### src/rtl/spi_rom_responder.sv
// Instruction-fetch byte reader: issues READ (cmd + 24-bit addr) to a mode-0 SPI NOR flash.
// Optional single-entry last-address cache enabled by defining SPI_ROM_CACHE_EN.
module spi_rom_responder #(
  parameter int          ADDR_W   = 16,
  parameter int          CLK_DIV  = 2,
  parameter logic [7:0]  READ_CMD = 8'h03
) (
  input  logic              clk,
  input  logic              rst,
  input  logic              req,
  input  logic [ADDR_W-1:0] addr,
  output logic [7:0]        rdata,
  output logic              ready,
  output logic              busy,
  output logic              spi_cs_n,
  output logic              spi_sclk,
  output logic              spi_mosi,
  input  logic              spi_miso
);

  localparam int DIV_W = (CLK_DIV > 1) ? $clog2(CLK_DIV) : 1;
  localparam logic [DIV_W-1:0] DIV_LAST = DIV_W'(CLK_DIV - 1);

  localparam logic [1:0] ST_IDLE  = 2'd0;
  localparam logic [1:0] ST_SHIFT = 2'd1;
  localparam logic [1:0] ST_DONE  = 2'd2;

  logic [1:0]       state_q, state_d;
  logic [39:0]      shift_q, shift_d;
  logic [5:0]       bit_q, bit_d;
  logic [DIV_W-1:0] div_q, div_d;
  logic [7:0]       data_q, data_d;
  logic [7:0]       rdata_q, rdata_d;
  logic             ready_q, ready_d;
  logic             busy_q, busy_d;
  logic             cs_n_q, cs_n_d;
  logic             sclk_q, sclk_d;
  logic             hit;

`ifdef SPI_ROM_CACHE_EN
  logic [ADDR_W-1:0] addr_q, addr_d;
  logic [ADDR_W-1:0] tag_q, tag_d;
  logic [7:0]        cdata_q, cdata_d;
  logic              cvalid_q, cvalid_d;

  assign hit = cvalid_q && (addr == tag_q);
`else
  assign hit = 1'b0;
`endif

  always_comb begin
    state_d = state_q;
    shift_d = shift_q;
    bit_d   = bit_q;
    div_d   = div_q;
    data_d  = data_q;
    rdata_d = rdata_q;
    ready_d = 1'b0;
    busy_d  = busy_q;
    cs_n_d  = cs_n_q;
    sclk_d  = sclk_q;
`ifdef SPI_ROM_CACHE_EN
    addr_d   = addr_q;
    tag_d    = tag_q;
    cdata_d  = cdata_q;
    cvalid_d = cvalid_q;
`endif

    case (state_q)
      ST_IDLE, ST_DONE: begin
        state_d = ST_IDLE;
        busy_d  = 1'b0;
        cs_n_d  = 1'b1;
        sclk_d  = 1'b0;
        shift_d = '0;
        if (req && hit) begin
          // Cache hit: complete next cycle without touching the SPI pins.
          state_d = ST_DONE;
          ready_d = 1'b1;
`ifdef SPI_ROM_CACHE_EN
          rdata_d = cdata_q;
`endif
        end else if (req) begin
          state_d = ST_SHIFT;
          busy_d  = 1'b1;
          cs_n_d  = 1'b0;
          shift_d = {READ_CMD, 24'(addr), 8'h00};
          bit_d   = 6'd39;
          div_d   = '0;
`ifdef SPI_ROM_CACHE_EN
          addr_d  = addr;
`endif
        end
      end

      ST_SHIFT: begin
        if (div_q == DIV_LAST) begin
          div_d  = '0;
          sclk_d = ~sclk_q;
          if (!sclk_q) begin
            data_d = {data_q[6:0], spi_miso};
          end else if (bit_q == 6'd0) begin
            // Final falling edge doubles as DONE entry.
            state_d = ST_DONE;
            busy_d  = 1'b0;
            cs_n_d  = 1'b1;
            shift_d = '0;
            ready_d = 1'b1;
            rdata_d = data_q;
`ifdef SPI_ROM_CACHE_EN
            tag_d    = addr_q;
            cdata_d  = data_q;
            cvalid_d = 1'b1;
`endif
          end else begin
            bit_d   = bit_q - 6'd1;
            shift_d = {shift_q[38:0], 1'b0};
          end
        end else begin
          div_d = div_q + DIV_W'(1);
        end
      end

      default: state_d = ST_IDLE;
    endcase
  end

  always_ff @(posedge clk or posedge rst) begin
    if (rst) begin
      state_q <= ST_IDLE;
      shift_q <= '0;
      bit_q   <= '0;
      div_q   <= '0;
      data_q  <= '0;
      rdata_q <= '0;
      ready_q <= 1'b0;
      busy_q  <= 1'b0;
      cs_n_q  <= 1'b1;
      sclk_q  <= 1'b0;
    end else begin
      state_q <= state_d;
      shift_q <= shift_d;
      bit_q   <= bit_d;
      div_q   <= div_d;
      data_q  <= data_d;
      rdata_q <= rdata_d;
      ready_q <= ready_d;
      busy_q  <= busy_d;
      cs_n_q  <= cs_n_d;
      sclk_q  <= sclk_d;
    end
  end

`ifdef SPI_ROM_CACHE_EN
  always_ff @(posedge clk or posedge rst) begin
    if (rst) begin
      addr_q   <= '0;
      tag_q    <= '0;
      cdata_q  <= '0;
      cvalid_q <= 1'b0;
    end else begin
      addr_q   <= addr_d;
      tag_q    <= tag_d;
      cdata_q  <= cdata_d;
      cvalid_q <= cvalid_d;
    end
  end
`endif

  assign rdata    = rdata_q;
  assign ready    = ready_q;
  assign busy     = busy_q;
  assign spi_cs_n = cs_n_q;
  assign spi_sclk = sclk_q;
  assign spi_mosi = shift_q[39];

endmodule

### config.mk
export PLATFORM = sky130hd
export DESIGN_NAME = spi_rom_responder
export DESIGN_NICKNAME = d
export VERILOG_FILES = /design/src/rtl/spi_rom_responder.sv
export SDC_FILE = /design/constraint.sdc
export NUM_CORES = 1
export LEC_CHECK = 0
export CAP_MARGIN = 20
export CORE_ASPECT_RATIO = 1.5
export CORE_MARGIN = 10
export CORE_UTILIZATION = 25
export DETAILED_ROUTE_END_ITERATION = 7
export GPL_TIMING_DRIVEN = 0
export PLACE_DENSITY = 0.49
export SETUP_SLACK_MARGIN = 0.4
export SYNTH_ARGS = -nofsm -noshare
export SYNTH_HDL_FRONTEND = slang
export SYNTH_SLANG_ARGS = --single-unit
### constraint.sdc
create_clock -name clk -period 3.75 [get_ports clk]
set_input_delay 0.75 -clock clk [delete_from_list [all_inputs] [get_ports clk]]
set_output_delay 0.75 -clock clk [all_outputs]
set_load 0.05 [all_outputs]
==> reports/qor.txt <==
Average routed wire per standard cell -> 13.8 um
Post-Route WL -> 5640 um
Tightest hold margin -> 0.476 ns
Fraction of the cycle the final worst path needs -> 64.3%
Number of violations reported at the end of detailed-routing iteration 0 -> 164
Share of the core filled with cells -> 33.4%
Worst hold path stage count -> 2
RSZ-0062 raised after global routing -> false
Maximum resistive drop on vdd -> 0.262 mV
Area of the mapped netlist -> 2600 sq um
Die area -> 15,000 sq um
CTS Hold Bufs -> 0
IO Count -> 33
Sequential cell area fraction in the yosys report -> 58.7%
Number of buffer and inverter instances along the worst setup path -> 1
Worst-case headroom to the max-slew limit -> 58.6%
Global routing usage summed across all routing layers -> 8.10%
Arrival time worst endpoint -> 1.66 ns
Number of cells on the critical path -> 1
Sequential standard cell area -> 1530 sq um
Post-CTS Repair Setup Buffers -> 0
Die extent in x -> 103 um
Top delay family on crit path -> buffers and inverters
Maximum fanout count along the critical path -> 2
Critical Path Source Type -> flop
Via count of the first global-routing pass -> 1,962
#FFs+latches synth -> 61
Max clock buf depth -> 2
Fill count -> 1,068
Worst hold path class -> flop to flop
Number of instances in the synthesized netlist -> 243
Largest clock skew in the final design -> 0.00345 ns
Number of max-slew violations in the final report -> 0
Synth warn -> 0
Post-detailed-placement half-perimeter wirelength -> 3900 um
Final instance count without filler cells -> 409
Commonest non-fill, non-tap cells in the layout -> 60 x sky130_fd_sc_hd__dfrtp_1, 53 x sky130_fd_sc_hd__nand2_1, 32 x sky130_fd_sc_hd__nand3_1, 32 x sky130_fd_sc_hd__clkdlybuf4s50_1, 16 x sky130_fd_sc_hd__mux2_2
Maximum number of pins on one net before global-route repair -> 35
CTS clock-pin slew for the worst setup and hold paths -> 0.05 ns
Number of port buffers -> 32
Initial antenna violation count -> 0
Worst reg2reg path depth -> 6
TritonCTS clock tree -> yes
Antenna cells -> 0
Maximum cell stage delay along the critical path -> 0.80 ns
Vias -> 1,895
Main flop type after synthesis -> sky130_fd_sc_hd__dfrtp_1
Measured slew at the worst slew-check pin -> 0.621 ns
Layout area overhead -> 29.9%
Global placement routability congestion -> 0.773
Initial core utilization -> 25.7%
Cell variety after synth -> 38
Average vias per placed instance -> 4.63
Cell chosen for the clock root -> sky130_fd_sc_hd__clkbuf_16
Number of nets in the final layout -> 309
Clk_lat worst skew -> 0.32 ns
Post-cts resize count -> 0
Most common library cell in the layout ignoring fill and taps -> sky130_fd_sc_hd__dfrtp_1
Number of iterations in the first detailed-routing pass -> 4
# Max-Cap Violations -> 0
Total negative slack -> 0 ns
Static Leak -> 1.52 nW
Required time at the endpoint of the critical path -> 3.00 ns
Multi-input logic area -> 986 sq um
Net count after synthesis -> 265
Die Y -> 145 um
Synthesized area per cell -> 10.7 sq um
Hold Violations, Final -> 0
Site row count -> 45
Number of enable-type register cells in the synthesized netlist -> 0
Number of CTS-inserted buffers -> 9
Asr flop ratio synth -> 100%
Grt total ovfl -> 0
First-pass GRT wire length -> 9670 um
Max Clk Rate -> 415 MHz
Total power density per cell area -> 444 nW/um^2
Critical Setup Path Class -> flop to primary output
Final ANT Viol Nets -> 0
Core Footprint -> 10,100 sq um
CTS sink cnt -> 61
Clock period minus final worst setup slack -> 2.41 ns
Cells after DPL -> 393
Post-detailed-route DRC marker count -> 0
Worst setup EP type -> primary output
Setup Viol. Count Final -> 0
Fraction of layout cells with a size suffix above 1 -> 16.1%
Cell-by-cell listing of the critical path -> clkdlybuf4s50_1
Deepest level of the CTS H-tree -> 3
Status -> completed
Slowest cell on the critical path -> sky130_fd_sc_hd__clkdlybuf4s50_1
[final cells by class]
| type | instances | area share [%] |
|---|---|---|
| buffer | 13 | 2.00 |
| inverter | 6 | 0.666 |
| multi-input combinational | 163 | 29.2 |
| tap | 117 | 4.33 |
| sequential | 61 | 45.2 |
| timing repair buffer | 33 | 10.1 |
| clock buffer | 16 | 8.62 |
[stage by stage]
stage	total power [W]	setup slack [ns]	cell area [sq um]
after floorplan	0.000695	1.49	2600
after global placement	0.000723	0.299	3070
after detailed placement	0.000725	1.56	3090
after CTS	0.00153	1.32	3380
after global routing	0.00156	1.29	3380
final	0.00150	1.34	3380
[synth_stat cells (3+ instances only)]
| cell | instances | share of area (%) |
|---|---|---|
| sky130_fd_sc_hd__inv_1 | 5 | 0.72 |
| sky130_fd_sc_hd__nand3_1 | 32 | 6.2 |
| sky130_fd_sc_hd__o21ai_0 | 6 | 1.2 |
| sky130_fd_sc_hd__a22oi_1 | 15 | 4.3 |
| sky130_fd_sc_hd__a21oi_1 | 6 | 1.2 |
| sky130_fd_sc_hd__clkbuf_1 | 5 | 0.72 |
| sky130_fd_sc_hd__nand2_1 | 53 | 7.6 |
| sky130_fd_sc_hd__dfrtp_1 | 60 | 58 |
| sky130_fd_sc_hd__mux2_2 | 16 | 6.9 |
| sky130_fd_sc_hd__buf_2 | 6 | 1.2 |
| sky130_fd_sc_hd__nor2_1 | 6 | 0.86 |
| sky130_fd_sc_hd__nor2b_1 | 3 | 0.72 |
| sky130_fd_sc_hd__nand2b_1 | 3 | 0.72 |
[final timing paths]
| check | startpoint | to | slack [ns] |
|---|---|---|---|
| worst max-delay path | spi_cs_n | spi_cs_n | 1.34 |
| worst min register to register | shift_q[39] | shift_q[39] | 0.48 |
| min in group asynchronous | rst | busy | 0.83 |
| worst max register to register | bit_q[0] | rdata[6] | 1.77 |
| worst min-delay path | shift_q[39] | shift_q[39] | 0.48 |
| max in group asynchronous | rst | shift_q[25] | 2.33 |
[report_power, final]
group / internal, W / switching [W]
sequential: 0.000665 / 0.00000354
clock: 0.000520 / 0.000270
combinational: 0.0000244 / 0.0000203
[cell families after synthesis]
| group | after synthesis | synth area share, % |
|---|---|---|
| adders and majority gates | 2 | 0.961 |
| AOI/OAI and AO/OA | 36 | 9.52 |
| DFF | 61 | 58.7 |
| and+or+nand+nor | 108 | 20.1 |
| buffers and inverters | 19 | 3.46 |
| muxes | 16 | 6.92 |
| xor gates and xnor gates | 1 | 0.336 |
[registers in the layout (all words and copies together), names as in the netlist]
register	cells
state_q	2
spi_sclk	1
spi_cs_n	1
bit_q	6
div_q	1
data_q	8
ready	1
busy	1
shift_q	32
rdata	8
[worst register-to-register path, cell delays in order (launching register included)]
cell and delay, ns:
sky130_fd_sc_hd__dfrtp_1 0.39, sky130_fd_sc_hd__inv_1 0.12, sky130_fd_sc_hd__ha_1 0.21, sky130_fd_sc_hd__nor3b_4 0.33
sky130_fd_sc_hd__nand3_2 0.28, sky130_fd_sc_hd__inv_2 0.19, sky130_fd_sc_hd__mux2_2 0.35
[per-layer routing]
layer / track usage (%) / part of all wire (%)
met2: 11.8 / 47
met5: 0 / 0
met4: 5.24 / 3.0
met3: 2.09 / 3.5
met1: 10.2 / 46
Note: power is estimated with default switching activity, not from simulation.
